$ cat src/rtl/aes_pkg.sv
// rtl/aes_pkg.sv - shared AES datapath types, state encoding and byte helpers
package aes_pkg;

  typedef enum logic [1:0] {
    IDLE = 2'd0,
    CALC = 2'd1,
    DONE = 2'd2
  } state_t;

  function automatic logic [7:0] xtime(input logic [7:0] b);
    return {b[6:0], 1'b0} ^ (b[7] ? 8'h1b : 8'h00);
  endfunction

  // Column c occupies block[127-32c -: 32]; row 0 is the column's MSB byte.
  function automatic logic [31:0] get_col(input logic [127:0] s, input logic [1:0] c);
    return s[127 - 32 * int'(c) -: 32];
  endfunction

  function automatic logic [127:0] set_col(input logic [127:0] s, input logic [1:0] c,
                                           input logic [31:0] v);
    logic [127:0] r;
    r = s;
    r[127 - 32 * int'(c) -: 32] = v;
    return r;
  endfunction

  function automatic logic [7:0] get_byte(input logic [31:0] col, input logic [1:0] row);
    return col[31 - 8 * int'(row) -: 8];
  endfunction

endpackage

$ cat src/rtl/mix_column.sv
// rtl/mix_column.sv - combinational MixColumns / InvMixColumns on one 32-bit column
module mix_column
  import aes_pkg::*;
(
  input  logic [31:0] col_in,
  input  logic        inv,
  output logic [31:0] col_out
);

  logic [7:0] a  [4];
  logic [7:0] x2 [4];
  logic [7:0] x4 [4];
  logic [7:0] x8 [4];
  logic [7:0] m9 [4];
  logic [7:0] mb [4];
  logic [7:0] md [4];
  logic [7:0] me [4];

  for (genvar r = 0; r < 4; r++) begin : g_mul
    assign a[r]  = get_byte(col_in, 2'(r));
    assign x2[r] = xtime(a[r]);
    assign x4[r] = xtime(x2[r]);
    assign x8[r] = xtime(x4[r]);
    assign m9[r] = x8[r] ^ a[r];
    assign mb[r] = x8[r] ^ x2[r] ^ a[r];
    assign md[r] = x8[r] ^ x4[r] ^ a[r];
    assign me[r] = x8[r] ^ x4[r] ^ x2[r];
  end

  // Each row uses the coefficient vector rotated right by its row index.
  for (genvar r = 0; r < 4; r++) begin : g_row
    localparam int R1 = (r + 1) % 4;
    localparam int R2 = (r + 2) % 4;
    localparam int R3 = (r + 3) % 4;
    assign col_out[31-8*r -: 8] = inv
      ? (me[r] ^ mb[R1] ^ md[R2] ^ m9[R3])
      : (x2[r] ^ x2[R1] ^ a[R1] ^ a[R2] ^ a[R3]);
  end

endmodule

$ cat src/rtl/mix_columns_iter.sv
// rtl/mix_columns_iter.sv - column-serial MixColumns stage with valid/ready handshakes
module mix_columns_iter
  import aes_pkg::*;
(
  input  logic         clk,
  input  logic         rst,
  input  logic         in_valid,
  output logic         in_ready,
  input  logic [127:0] block,
  input  logic         inv,
  input  logic         last_round,
  output logic         out_valid,
  input  logic         out_ready,
  output logic [127:0] new_block
);

  state_t       state;
  logic [1:0]   col;
  logic         inv_q;
  logic [127:0] st;
  logic [31:0]  col_in;
  logic [31:0]  col_out;

  assign col_in    = get_col(st, col);
  assign new_block = st;

  mix_column u_mix_column (
    .col_in  (col_in),
    .inv     (inv_q),
    .col_out (col_out)
  );

  always_ff @(posedge clk) begin
    if (rst) begin
      state     <= IDLE;
      col       <= 2'd0;
      inv_q     <= 1'b0;
      st        <= 128'h0;
      in_ready  <= 1'b0;
      out_valid <= 1'b0;
    end else begin
      case (state)
        IDLE: begin
          in_ready <= 1'b1;
          if (in_valid && in_ready) begin
            st       <= block;
            inv_q    <= inv;
            col      <= 2'd0;
            in_ready <= 1'b0;
            // Final round skips MixColumns entirely.
            if (last_round) begin
              state     <= DONE;
              out_valid <= 1'b1;
            end else begin
              state <= CALC;
            end
          end
        end
        CALC: begin
          st  <= set_col(st, col, col_out);
          col <= col + 2'd1;
          if (col == 2'd3) begin
            state     <= DONE;
            out_valid <= 1'b1;
          end
        end
        DONE: begin
          if (out_ready) begin
            state     <= IDLE;
            out_valid <= 1'b0;
            in_ready  <= 1'b1;
          end
        end
        default: begin
          state     <= IDLE;
          out_valid <= 1'b0;
          in_ready  <= 1'b0;
        end
      endcase
    end
  end

endmodule
$ cat config.mk
export PLATFORM = sky130hd
export DESIGN_NAME = mix_columns_iter
export DESIGN_NICKNAME = d
export VERILOG_FILES = /design/src/rtl/aes_pkg.sv /design/src/rtl/mix_column.sv /design/src/rtl/mix_columns_iter.sv
export SDC_FILE = /design/constraint.sdc
export NUM_CORES = 1
export LEC_CHECK = 0
export CORE_MARGIN = 5
export CORE_UTILIZATION = 40
export CTS_CLUSTER_DIAMETER = 200
export DETAILED_ROUTE_END_ITERATION = 10
export PLACE_DENSITY = 0.68
export SLEW_MARGIN = 20
export SYNTH_ARGS = -nofsm -noshare
export SYNTH_HDL_FRONTEND = slang
export SYNTH_HIERARCHICAL = 1
export SYNTH_SLANG_ARGS = --single-unit
$ cat constraint.sdc
create_clock -name clk -period 7.03 [get_ports clk]
set_clock_uncertainty 0.2 [all_clocks]
set_input_delay 1.406 -clock clk [delete_from_list [all_inputs] [get_ports clk]]
set_output_delay 1.406 -clock clk [all_outputs]
set_load 0.1 [all_outputs]
==> results of run 1 <==
==> path summary, 6_finish.rpt <==
| kind | start | to | slack (ns) | cells past startpoint |
|---|---|---|---|---|
| setup / recovery | col[1] | new_block[19] | 2.10 | 10 |
| hold reg to reg | out_valid | out_valid | 0.27 | 2 |
| hold / removal | out_valid | out_valid | 0.27 | 2 |
| setup reg to reg | col[1] | new_block[19] | 2.10 | 10 |
==> cells in the mapped netlist, types with 6 or more instances <==
library cell	instances	area [µm²]
a21oi_1	15	75.1
a311oi_1	104	911
a311oi_2	21	315
buf_2	43	215
buf_4	10	75.1
buf_6	14	158
clkbuf_1	78	293
dfxtp_1	135	2700
mux4_2	32	721
nand2_1	139	522
nand3_1	29	145
nand4_1	96	601
nor2_1	15	56.3
nor3_1	129	646
xnor2_1	144	1260
xnor2_2	7	114
xnor3_1	15	338
xor2_1	47	412
xor2_2	6	97.6
==> metal layers <==
metal / track usage [%] / share of wire [%] / vias up
met5: 0 / 0 / -
met4: 10.4 / 3.3 / 0
met3: 5.26 / 8.5 / 95
met2: 46.9 / 47 / 634
met1: 38.4 / 41 / 4975
li1: - / - / 4497
==> state kept, by name (all words and copies together), names as in the netlist <==
name,flops
new_block,128
state,2
col,2
out_valid,1
inv_q,1
in_ready,1
==> through the flow <==
step	power [W]	utilization [%]
after floorplan	0.00277	-
after global placement	0.00338	50.3
after detailed placement	0.00338	50.3
after CTS	0.00432	52.7
after global routing	0.00449	52.7
final	0.00435	52.7
==> cell type report <==
| type | count | area [µm²] | area share [%] |
|---|---|---|---|
| Multi-Input combinational cell | 845 | 6710 | 50.7 |
| Timing Repair Buffer | 284 | 2790 | 21.1 |
| Sequential cell | 135 | 2710 | 20.4 |
| Clock buffer | 19 | 443 | 3.35 |
| Tap cell | 330 | 413 | 3.12 |
| Clock inverter | 13 | 168 | 1.27 |
| Inverter | 3 | 11.3 | 0.0851 |
==> where the power goes <==
part / internal [W] / switching [W] / leakage, nW
Combinational: 0.000907 / 0.00158 / 3.11
Clock: 0.000572 / 0.000373 / 0.295
Sequential: 0.000839 / 0.0000844 / 1.11
Total: 0.00232 / 0.00204 / 4.52
==> worst min-delay path, cell delays in order, from the launching register on <==
cell and delay (ns):
dfxtp_1 0.31, nand2_1 0.05, a21oi_1 0.06
==> logic make-up after synthesis <==
kind of cell / Yosys count / share of synthesized area (%)
simple gates: 427 / 20.8
xor+xnor: 225 / 23.3
buf+inv: 154 / 7.63
compound gates: 152 / 13.6
flops: 135 / 26.6
mux: 37 / 7.58
fa+ha+maj: 4 / 0.492
==> flow_summary.ini, run 1 <==
[outcome]
run_status = completed

[global_routing]
grt_pass1_vias = 10300
grt_pass1_wl_um = 63900
grt_antenna_before_repair = 0
track_usage_pct = 28.8
globalRouteOverflowTotal = 0
grt_max_degree = 85

[cts]
cts_buffers = 17
htreeDepth = 4
post_cts_buffers = 0
cts.clk_slew.worst_paths_ns = 0.07
tritoncts = done
cts_buffer_depth = 2
clk_latency_ns = 0.43
root_buffer = clkbuf_16
holdBufCountCts = 0
ctsResizeCount = 0
cts.sinks = 135

[route]
vias = 10200
wire_per_inst_um = 26.2
dr.first_iter.drc_count = 1139
wl_um = 42700
drt_pass1_iterations = 5
post_drt_via_cell_ratio = 6.26
drtAntennaViolNets = 0
drc = 0

[critical_path]
crit_top_cell = xnor2_1
critical-path-slowest-cell = dfxtp_2
cp.arrival_ns = 5.06
critPathMaxStageDelay_ns = 0.87
cp.buffers_inverters = 1
endpoint_kind = flop
path_cells = buf_4, mux4_2, xor2_2, xor2_1, xnor3_1, xnor2_1, a21oi_1, xnor2_1, nand4_1, a311oi_1
crit_fanout = 24
crit_required_ns = 7.15
cp-start-kind = flop
path_delay_family = XOR/XNOR gates
critical_path_class = flop to flop

[timing]
finalHoldViolCount = 0
setup_slack_ns = 2.10
tns_ns = 0
final.min_clock_period_ns = 4.93
max_slew_margin_pct = 30.8
final-setup-viol-count = 0
rsz0062_at_grt = no
fmax_mhz = 203
hold-worst-slack_ns = 0.270
fin_crit_sh_pct = 70.2
slew_viol_final = 0
tightest_slew_ns = 1.04

[power_and_ir_drop]
leakage_nw = 4.52
peakVddDrop_v = 0.000170
p_per_area_nw_per_um2 = 329

[synthesis]
seq_area_frac_synth_pct = 26.6
synth_edf_count = 0
yosys_warnings = 6
synth_seq_cells = 135
synth.distinct_cells = 43
synth_area_um2 = 10200
synthArstFlopShare_pct = 0
synth_cells = 1134
synth_top_flop_cell = dfxtp_1
synth.avg_cell_area_um2 = 8.97
synth_nets = 1272

[placement]
dp.cells = 1597
globalplace.congestion = 0.994
io_buffers = 263
dp_hpwl_um = 29300
dpl_cell_area_um2 = 12600
pre_cts_ws_ns = 2.12

[die]
core_area_um2 = 25100
fp.dieH_um = 169
fp.dieW_um = 169
start_util_pct = 40.5
pin_count = 264
design.die.area_um2 = 28700
rows = 58

[cells_and_area]
layout_common_cells = clkdlybuf4s50_1, xnor2_1, nand2_1, dfxtp_1, nor3_1
drive_gt1_share_pct = 10.0
fin_area_um2 = 13200
antenna_cells_inserted = 0
final_common_cell = clkdlybuf4s50_1
syn2layout_area_growth_pct = 30.2
final_cells = 1629
fillerInstances = 2363
fin_nets = 1424

[hold_path]
worstHoldPathType = flop to flop

[run]
drv_cap = 0
Note: power is estimated with default switching activity, not from simulation.
==> run 2, diff against run 1 <==
- PLACE_DENSITY: 0.68 -> 0.7
- clock period: 7.03 -> 4.3 ns (I/O delays scaled with it)
==> run 2 against run 1 <==
  * Via count grew 1.3%
  * Sequential power grew 61%
  * Fmax grew 25%
  * Clock power grew 43%
  * First-iteration DRC count grew 9.5%
  * Cell count grew 2.5%
  * Global-route usage fell by 0.63 points
  * Non-clock buffer count is 40 higher
  * Sequential share of layout area is 0.43 points lower
  * Combinational power rose by 69%
  * Largest power group unchanged
==> flow_summary.ini, run 2 (synthesis results as in run 1) <==
[die]
pin_count = 264
core_area_um2 = 25100
rows = 58
fp.dieH_um = 169
design.die.area_um2 = 28700
start_util_pct = 40.5
fp.dieW_um = 169

[cts]
post_cts_buffers = 0
ctsResizeCount = 0
tritoncts = done
cts_buffer_depth = 2
cts.clk_slew.worst_paths_ns = 0.06
cts_buffers = 17
root_buffer = clkbuf_16
holdBufCountCts = 0
htreeDepth = 4
clk_latency_ns = 0.42
cts.sinks = 135

[route]
drt_pass1_iterations = 5
drtAntennaViolNets = 0
dr.first_iter.drc_count = 1247
drc = 0
wire_per_inst_um = 25.2
vias = 10300
wl_um = 42000
post_drt_via_cell_ratio = 6.19

[cells_and_area]
drive_gt1_share_pct = 12.8
largest_register_ffs = 128
fillerInstances = 2288
fin_nets = 1464
antenna_cells_inserted = 0
final_common_cell = clkdlybuf4s50_1
syn2layout_area_growth_pct = 33.0
register_area_um2 = 2710
final_cells = 1669
fin_area_um2 = 13500
multi_input_area_um2 = 6710
layout_common_cells = clkdlybuf4s50_1, xnor2_1, nand2_1, dfxtp_1, nor3_1

[critical_path]
cp.arrival_ns = 4.08
endpoint_kind = flop
critPathMaxStageDelay_ns = 0.73
critical_path_depth = 10
critical-path-slowest-cell = mux4_2
crit_top_cell = xnor2_1
rr_worst_depth = 10
path_delay_family = XOR/XNOR gates
path_cells = buf_12, mux4_2, xnor2_4, xnor3_1, xnor2_1, xnor2_1, mux2i_1, xnor2_1, nand4_1, a311oi_2
cp.buffers_inverters = 1
crit_fanout = 25
crit_required_ns = 4.43
cp-start-kind = flop
ff2ff_setup_slack_ns = 0.35
critical_path_class = flop to flop

[timing]
fin_crit_sh_pct = 91.9
hold-worst-slack_ns = 0.276
tns_ns = 0
final-setup-viol-count = 0
max_slew_margin_pct = 30.9
slew_viol_final = 0
tightest_slew_ns = 1.03
rsz0062_at_grt = no
fmax_mhz = 253
finalHoldViolCount = 0
final.min_clock_period_ns = 3.95

[placement]
dp_hpwl_um = 30200
globalplace.congestion = 1.09
io_buffers = 263
dp.cells = 1637
dpl_cell_area_um2 = 13000

[outcome]
run_status = completed

[power_and_ir_drop]
peakVddDrop_v = 0.000266
p_per_area_nw_per_um2 = 523
leakage_nw = 4.70

[hold_path]
hold_depth = 2
worstHoldPathType = flop to flop

[global_routing]
globalRouteOverflowTotal = 0
grt_antenna_before_repair = 0
grt_max_degree = 83
grt_pass1_vias = 10200
track_usage_pct = 28.1
grt_pass1_wl_um = 62700

[run]
drv_cap = 0
[run 2: final timing paths]
check / endpoint / from
min reg2reg: out_valid / out_valid
max reg2reg: new_block[13] / col[1]
max: new_block[13] / col[1]
min: out_valid / out_valid
[run 2: report_power, final]
part	internal [W]	switching, W	leakage [nW]
clock network	0.000737	0.000617	0.256
logic	0.00161	0.00260	3.33
registers	0.00137	0.000123	1.11
[run 2: worst register-to-register path, stage by stage, from the launching register on]
cell and delay [ns]:
dfxtp_2 0.35, buf_12 0.22, mux4_2 0.76, xnor2_4 0.31, xnor3_1 0.49, xnor2_1 0.18, xnor2_1 0.16, mux2i_1 0.17
xnor2_1 0.54, nand4_1 0.19, a311oi_2 0.30
[run 2: layer usage]
layer | wire length (µm) | vias up | share of wire (%) | track usage [%]
met2 | 20300 | 631 | 48 | 47.1
li1 | - | 4582 | - | -
met3 | 3740 | 73 | 8.9 | 5.36
met5 | 0 | - | 0 | 0
met1 | 17000 | 5047 | 40 | 37.4
met4 | 971 | 0 | 2.3 | 7.74
[run 2: area by class of cell]
| cell class | count | share of cell area (%) |
|---|---|---|
| clock inverter | 15 | 0.777 |
| tap | 330 | 3.05 |
| inverter | 3 | 0.0833 |
| timing repair buffer | 324 | 23.3 |
| sequential | 135 | 20.0 |
| clock buffer | 17 | 3.15 |
| multi-input combinational | 845 | 49.6 |
[run 2: per-stage QoR]
stage	worst slack [ns]	utilization (%)	power (W)
2_1_floorplan	0.344	-	0.00453
3_3_place_gp	0.487	51.7	0.00565
3_5_place_dp	0.419	51.7	0.00566
4_1_cts	0.403	53.9	0.00702
5_1_grt	0.218	53.9	0.00729
6_report	0.350	53.9	0.00707
